--- config.mk ---
export PLATFORM = sky130hd
export DESIGN_NAME = dcd_axil_sink_regs_flat
export DESIGN_NICKNAME = d
export VERILOG_FILES = /design/src/rtl/dcd_axil_sink_regs_pkg.sv /design/src/rtl/dcd_axil_sink_regs_if.sv /design/src/rtl/dcd_axil_sink_regs_regfile.sv /design/src/rtl/dcd_axil_sink_regs.sv /design/src/flat_wrapper.sv
export SDC_FILE = /design/constraint.sdc
export NUM_CORES = 1
export LEC_CHECK = 0
export CAP_MARGIN = 20
export CORE_MARGIN = 3
export CORE_UTILIZATION = 55
export CTS_BUF_LIST = sky130_fd_sc_hd__clkbuf_8
export DETAILED_ROUTE_END_ITERATION = 12
export PLACE_DENSITY = 0.71
export SYNTH_ARGS = -nofsm -noshare
export SYNTH_HDL_FRONTEND = slang
export SYNTH_SLANG_ARGS = --single-unit
export TNS_END_PERCENT = 10
--- constraint.sdc ---
create_clock -name ACLK -period 4.66 [get_ports ACLK]
set_clock_uncertainty 0.1 [all_clocks]
set_input_delay 0.466 -clock ACLK [delete_from_list [all_inputs] [get_ports ACLK]]
set_output_delay 0.466 -clock ACLK [all_outputs]
set_load 0.02 [all_outputs]
--- src/rtl/dcd_axil_sink_regs_pkg.sv ---
// dcd_axil_sink_regs_pkg: response codes and FSM state types shared by the sink register bank
package dcd_axil_pkg;
  typedef enum logic [1:0] {RESP_OKAY = 2'b00, RESP_SLVERR = 2'b10} resp_t;
  typedef enum logic [1:0] {W_IDLE, W_HAVE_A, W_HAVE_D, W_RESP} wr_state_t;
  typedef enum logic {R_IDLE, R_RESP} rd_state_t;
endpackage

--- src/rtl/dcd_axil_sink_regs_if.sv ---
// dcd_axil_sink_regs_if: AXI4-Lite bus between the dcd master and the sink register bank
interface dcd_axil_sink_regs_if #(parameter int ADDR_W = 6);
  logic [ADDR_W-1:0] awaddr;
  logic [2:0] awprot;
  logic awvalid, awready;
  logic [31:0] wdata;
  logic [3:0] wstrb;
  logic wvalid, wready;
  logic [1:0] bresp;
  logic bvalid, bready;
  logic [ADDR_W-1:0] araddr;
  logic [2:0] arprot;
  logic arvalid, arready;
  logic [31:0] rdata;
  logic [1:0] rresp;
  logic rvalid, rready;
  modport master (
    output awaddr, awprot, awvalid, wdata, wstrb, wvalid, bready, araddr, arprot, arvalid, rready,
    input awready, wready, bresp, bvalid, arready, rdata, rresp, rvalid
  );
  modport slave (
    input awaddr, awprot, awvalid, wdata, wstrb, wvalid, bready, araddr, arprot, arvalid, rready,
    output awready, wready, bresp, bvalid, arready, rdata, rresp, rvalid
  );
endinterface

--- src/rtl/dcd_axil_sink_regs_regfile.sv ---
// dcd_axil_regfile: word storage with async clear, byte-enable write and registered read
module dcd_axil_regfile #(
  parameter int NUM_REGS = 16,
  parameter int IW = 4
) (
  input  logic          clk,
  input  logic          rst_n,
  input  logic          we_i,
  input  logic [IW-1:0] widx_i,
  input  logic [31:0]   wdata_i,
  input  logic [3:0]    wstrb_i,
  input  logic          re_i,
  input  logic          rok_i,
  input  logic [IW-1:0] ridx_i,
  output logic [31:0]   rdata_o
);
  logic [31:0] mem_q [NUM_REGS];
  logic [31:0] rdata_q;
  // byte-lane writes; only enabled lanes change
  always_ff @(posedge clk or negedge rst_n)
    if (!rst_n) begin
      for (int i = 0; i < NUM_REGS; i++) mem_q[i] <= '0;
    end else if (we_i) begin
      for (int b = 0; b < 4; b++) if (wstrb_i[b]) mem_q[widx_i][8*b +: 8] <= wdata_i[8*b +: 8];
    end
  // read samples pre-write contents, so a same-edge write is not visible
  always_ff @(posedge clk or negedge rst_n)
    if (!rst_n) rdata_q <= '0;
    else if (re_i) rdata_q <= rok_i ? mem_q[ridx_i] : '0;
  assign rdata_o = rdata_q;
endmodule

--- src/rtl/dcd_axil_sink_regs.sv ---
// dcd_axil_sink_regs: AXI4-Lite slave register bank with independent write/read FSMs and write counter
module dcd_axil_sink_regs
  import dcd_axil_pkg::*;
#(
  parameter int ADDR_W = 6,
  parameter int NUM_REGS = 16
) (
  input  logic ACLK,
  input  logic ARESETN,
  dcd_axil_sink_regs_if.slave s,
  output logic [15:0] WR_COUNT
);
  localparam int XW = ADDR_W - 2;
  localparam int IW = NUM_REGS > 1 ? $clog2(NUM_REGS) : 1;
  localparam logic [XW:0] NR = (XW+1)'(NUM_REGS);
  wr_state_t w_q;
  rd_state_t r_q;
  resp_t bresp_q, rresp_q;
  logic awready_q, wready_q, bvalid_q, arready_q, rvalid_q;
  logic [ADDR_W-1:0] awaddr_q;
  logic [31:0] wdata_q;
  logic [3:0] wstrb_q;
  logic [15:0] wr_count_q;
  logic aw_hs, w_hs, ar_hs, commit_d, wok_d, rok_d;
  logic [ADDR_W-1:0] waddr_d;
  logic [31:0] wdata_d;
  logic [3:0] wstrb_d;
  logic [XW-1:0] widx_d, ridx_d;
  logic unused_ok;
  assign aw_hs = s.awvalid & awready_q;
  assign w_hs = s.wvalid & wready_q;
  assign ar_hs = s.arvalid & arready_q;
  assign waddr_d = aw_hs ? s.awaddr : awaddr_q;
  assign wdata_d = w_hs ? s.wdata : wdata_q;
  assign wstrb_d = w_hs ? s.wstrb : wstrb_q;
  assign widx_d = waddr_d[ADDR_W-1:2];
  assign ridx_d = s.araddr[ADDR_W-1:2];
  assign wok_d = {1'b0, widx_d} < NR;
  assign rok_d = {1'b0, ridx_d} < NR;
  assign commit_d = (w_q == W_IDLE && aw_hs && w_hs) || (w_q == W_HAVE_A && w_hs) || (w_q == W_HAVE_D && aw_hs);
  // write FSM: collect AW and W in either order, commit on entry to W_RESP
  always_ff @(posedge ACLK or negedge ARESETN)
    if (!ARESETN) begin
      w_q <= W_IDLE;
      {awready_q, wready_q, bvalid_q} <= '0;
      bresp_q <= RESP_OKAY;
      awaddr_q <= '0;
      wdata_q <= '0;
      wstrb_q <= '0;
      wr_count_q <= '0;
    end else begin
      if (aw_hs) awaddr_q <= s.awaddr;
      if (w_hs) begin
        wdata_q <= s.wdata;
        wstrb_q <= s.wstrb;
      end
      if (commit_d) begin
        w_q <= W_RESP;
        {awready_q, wready_q, bvalid_q} <= 3'b001;
        bresp_q <= wok_d ? RESP_OKAY : RESP_SLVERR;
        if (wok_d) wr_count_q <= wr_count_q + 16'd1;
      end else if (w_q == W_IDLE && aw_hs) begin
        w_q <= W_HAVE_A;
        {awready_q, wready_q} <= 2'b01;
      end else if (w_q == W_IDLE && w_hs) begin
        w_q <= W_HAVE_D;
        {awready_q, wready_q} <= 2'b10;
      end else if (w_q == W_RESP && s.bready) begin
        w_q <= W_IDLE;
        {awready_q, wready_q, bvalid_q} <= 3'b110;
      end else if (w_q == W_IDLE) begin
        {awready_q, wready_q} <= 2'b11;
      end
    end
  // read FSM: one-cycle latency, response held until RREADY
  always_ff @(posedge ACLK or negedge ARESETN)
    if (!ARESETN) begin
      r_q <= R_IDLE;
      {arready_q, rvalid_q} <= '0;
      rresp_q <= RESP_OKAY;
    end else if (r_q == R_IDLE && ar_hs) begin
      r_q <= R_RESP;
      {arready_q, rvalid_q} <= 2'b01;
      rresp_q <= rok_d ? RESP_OKAY : RESP_SLVERR;
    end else if (r_q == R_RESP && s.rready) begin
      r_q <= R_IDLE;
      {arready_q, rvalid_q} <= 2'b10;
    end else if (r_q == R_IDLE) begin
      arready_q <= 1'b1;
    end
  dcd_axil_regfile #(.NUM_REGS(NUM_REGS), .IW(IW)) u_regs (
    .clk(ACLK), .rst_n(ARESETN),
    .we_i(commit_d & wok_d), .widx_i(widx_d[IW-1:0]), .wdata_i(wdata_d), .wstrb_i(wstrb_d),
    .re_i(ar_hs), .rok_i(rok_d), .ridx_i(ridx_d[IW-1:0]), .rdata_o(s.rdata)
  );
  assign s.awready = awready_q;
  assign s.wready = wready_q;
  assign s.bvalid = bvalid_q;
  assign s.bresp = bresp_q;
  assign s.arready = arready_q;
  assign s.rvalid = rvalid_q;
  assign s.rresp = rresp_q;
  assign WR_COUNT = wr_count_q;
  assign unused_ok = ^{s.awprot, s.arprot, waddr_d[1:0], s.araddr[1:0]};
endmodule

--- src/flat_wrapper.sv ---
// flat-port wrapper written by rule: the top's interface ports become plain ports
module dcd_axil_sink_regs_flat import dcd_axil_pkg::*;
#(
  parameter int ADDR_W = 6,
  parameter int NUM_REGS = 16
)
  (ACLK, ARESETN, WR_COUNT, s_awaddr, s_awprot, s_awvalid, s_wdata, s_wstrb, s_wvalid, s_bready, s_araddr, s_arprot, s_arvalid, s_rready, s_awready, s_wready, s_bresp, s_bvalid, s_arready, s_rdata, s_rresp, s_rvalid);
  dcd_axil_sink_regs_if #(.ADDR_W(ADDR_W)) s_i ();
  input  logic ACLK;
  input  logic ARESETN;
  output logic [15:0] WR_COUNT;
  input wire logic [$bits(s_i.awaddr)-1:0] s_awaddr;
  input wire logic [$bits(s_i.awprot)-1:0] s_awprot;
  input wire logic [$bits(s_i.awvalid)-1:0] s_awvalid;
  input wire logic [$bits(s_i.wdata)-1:0] s_wdata;
  input wire logic [$bits(s_i.wstrb)-1:0] s_wstrb;
  input wire logic [$bits(s_i.wvalid)-1:0] s_wvalid;
  input wire logic [$bits(s_i.bready)-1:0] s_bready;
  input wire logic [$bits(s_i.araddr)-1:0] s_araddr;
  input wire logic [$bits(s_i.arprot)-1:0] s_arprot;
  input wire logic [$bits(s_i.arvalid)-1:0] s_arvalid;
  input wire logic [$bits(s_i.rready)-1:0] s_rready;
  output wire logic [$bits(s_i.awready)-1:0] s_awready;
  output wire logic [$bits(s_i.wready)-1:0] s_wready;
  output wire logic [$bits(s_i.bresp)-1:0] s_bresp;
  output wire logic [$bits(s_i.bvalid)-1:0] s_bvalid;
  output wire logic [$bits(s_i.arready)-1:0] s_arready;
  output wire logic [$bits(s_i.rdata)-1:0] s_rdata;
  output wire logic [$bits(s_i.rresp)-1:0] s_rresp;
  output wire logic [$bits(s_i.rvalid)-1:0] s_rvalid;
  assign s_i.awaddr = s_awaddr;
  assign s_i.awprot = s_awprot;
  assign s_i.awvalid = s_awvalid;
  assign s_i.wdata = s_wdata;
  assign s_i.wstrb = s_wstrb;
  assign s_i.wvalid = s_wvalid;
  assign s_i.bready = s_bready;
  assign s_i.araddr = s_araddr;
  assign s_i.arprot = s_arprot;
  assign s_i.arvalid = s_arvalid;
  assign s_i.rready = s_rready;
  assign s_awready = s_i.awready;
  assign s_wready = s_i.wready;
  assign s_bresp = s_i.bresp;
  assign s_bvalid = s_i.bvalid;
  assign s_arready = s_i.arready;
  assign s_rdata = s_i.rdata;
  assign s_rresp = s_i.rresp;
  assign s_rvalid = s_i.rvalid;
  dcd_axil_sink_regs #(.ADDR_W(ADDR_W), .NUM_REGS(NUM_REGS)) u_core (.ACLK(ACLK), .ARESETN(ARESETN), .s(s_i), .WR_COUNT(WR_COUNT));
endmodule
==> impl_metrics.ini <==
[critical_path]
crit_type = reg2reg
endpoint_kind = register
worstPathMaxFanout = 54
crit_start = u_core.s.awready
r2r-start = u_core.s.awready
reg2reg_to = u_core.u_regs.mem_q[405]
reg2reg_depth = 5
arrival_ps = 3760
start_kind = register
required_ps = 5100
rrSetupSlack_ps = 1340

[pwr]
vdd_drop_max_v = 0.000356
p_leak_nw = 14.9
p_per_area_nw_per_um2 = 574
p_total_mw = 18.1

[sta]
fin_crit_ps = 3320
fin_tns_setup_ps = 0
max_slew_margin = 0.245
worst_slew_pin_slew_ps = 1130
rsz0062_at_grt = no
max_freq_ghz = 0.301
hold_viol = 0
fin_crit_sh = 0.712
holdWs_ps = 296
setup_slack_ps = 1340
slew_viol_final = 0
setup-violations-final = 0

[hold_path]
worst_hold_path_type = in2async

[cells_and_area]
final_cell_mix = 607 x dfrtp_1, 543 x mux2_2, 256 x mux2i_1
layout_commonest_cell = dfrtp_1
seqCellArea_um2 = 15200
stdcell_count = 2869
drive_gt1_frac = 0.347
area_delta_synth_final_pct = 12.8
fin_nets = 2198
nFillCells = 3780
multiInputGateArea_um2 = 12200

[floorplanning]
initial_core_util = 0.564
rows = 81
fp.dieH_um = 231
die_area_um2 = 53600
io_pins = 118
core_um2 = 49600
die_w_um = 231

[routing]
drt_iter0_drc = 1191
vias = 16900
ant_nets = 0
wl_um = 62900
routedWlPerCell_um = 21.9
vias_per_cell = 5.90
drcViolationCount = 0
drt_pass1_iterations = 5

[clock_network]
cts_num_sinks = 607
cts_tree = done
root_buffer = clkbuf_8
cts_resized = 0
post_cts_buffers = 0
clock_path_buffers = 3
clk_pin_slew_worst_paths_ps = 60
clk_latency_ps = 670
holdBufCountCts = 1
htreeDepth = 3
cts_buffers = 99

[grt]
grt_use_met3 = 0.0417
antenna_found_initial = 0
grt_pass1_wl_um = 101000
grt_max_degree = 113
grt_util_met1 = 0.330
grt_use_met2 = 0.395
grt_pass1_vias = 18000
overflow = 0
grt-busiest-layer = met2
track_usage = 0.240

[synthesis]
synth_edf_count = 0
synth_area_leaders = dfrtp_1 54%, mux2_2 22%, mux2i_1 9.3%
yosysWarnings = 0
synth_seq_cells = 607
syn_inst = 2041
syn_avg_cell_area_um2 = 13.7
synth_top_area_frac = 0.543
synth_top_area_cell = dfrtp_1
ys.flop_type = dfrtp_1
synth_cell_types = 46
async_flop_share = 1.00
synthesis.area_um2 = 28000
yosysSeqAreaShare = 0.543

[job]
maxCapViolations = 0

[placement]
place_ws_ps = 794
hpwl_um = 37700
port_buffers = 103
gp_congestion = 0.799
dp.cells = 2697

[outcome]
status = finished clean
[power breakdown]
part           switching [mW]  leakage (nW)  internal, mW
clock network            2.00          1.11          2.31
registers               0.954          7.98          7.14
logic                    3.17          5.82          2.52
total                    6.13          14.9          12.0
[Yosys cell counts, drive strengths merged (8+ instances only)]
master / instances
dfrtp: 607
mux2: 544
mux2i: 260
nand2: 124
clkbuf: 83
nand3: 83
a22oi: 75
buf: 66
nor4: 42
a21oi: 36
nand4: 30
xnor2: 14
or4b: 12
inv: 8
or4: 8
[cell type report]
class	instances	share of cell area
antenna	1	0.0000794
clock buffer	121	0.0528
clock inverter	48	0.00599
inverter	8	0.000953
multi-input combinational	1280	0.387
sequential	607	0.482
tap	664	0.0264
timing repair buffer	140	0.0450
[metrics by stage]
| stage | util | area (um2) |
|---|---|---|
| after floorplan | - | 28000 |
| after global placement | 0.598 | 29700 |
| after detailed placement | 0.598 | 29700 |
| after CTS | 0.636 | 31500 |
| after global routing | 0.636 | 31500 |
| final | 0.636 | 31500 |
[worst max-delay path by stage]
| stage | end | slack (ps) | cells after the start |
|---|---|---|---|
| finish | u_core.u_regs.mem_q[405] | 1340 | 5 |
| detailed placement | u_core.u_regs.mem_q[402] | 790 | 6 |
| CTS | u_core.u_regs.mem_q[405] | 1370 | 5 |
| floorplan | u_core.u_regs.mem_q[176] | 2130 | 8 |
| global route | u_core.u_regs.mem_q[405] | 1210 | 5 |
| global placement | u_core.u_regs.mem_q[406] | 890 | 6 |
[cells by family after synthesis]
group / count (synthesis) / synth area share
flops: 607 / 0.543
simple gates: 325 / 0.0812
xor+xnor: 15 / 0.00470
fa+ha+maj: 1 / 0.000448
other cells: 1 / 0.000134
compound gates: 131 / 0.0320
buf+inv: 157 / 0.0257
mux: 804 / 0.312
[metal layers]
| metal | vias to the layer above | part of all wire |
|---|---|---|
| met1 | 8834 | 0.45 |
| met3 | 82 | 0.047 |
| li1 | 7659 | - |
| met5 | - | 0 |
| met4 | 0 | 0.019 |
| met2 | 352 | 0.48 |
[flip-flops by register name, summed over array words and instances, names as in the netlist]
signal	flops
u_core.s.wready	1
u_core.s.arready	1
u_core.s.awready	1
u_core.s.bvalid	1
u_core.u_regs.rdata_o	32
u_core.awaddr_q	4
u_core.r_q	1
u_core.u_regs.mem_q	512
u_core.wstrb_q	4
u_core.wdata_q	32
u_core.WR_COUNT	16
u_core.w_q	2
[critical path, cell delays in order, from the launching register on]
cell and delay, ps:
dfrtp_1 600, a21oi_1 230, or3_4 720, buf_4 370, nor4_4 690, mux2_2 420
No activity file was read; power rests on OpenSTA's default activity.
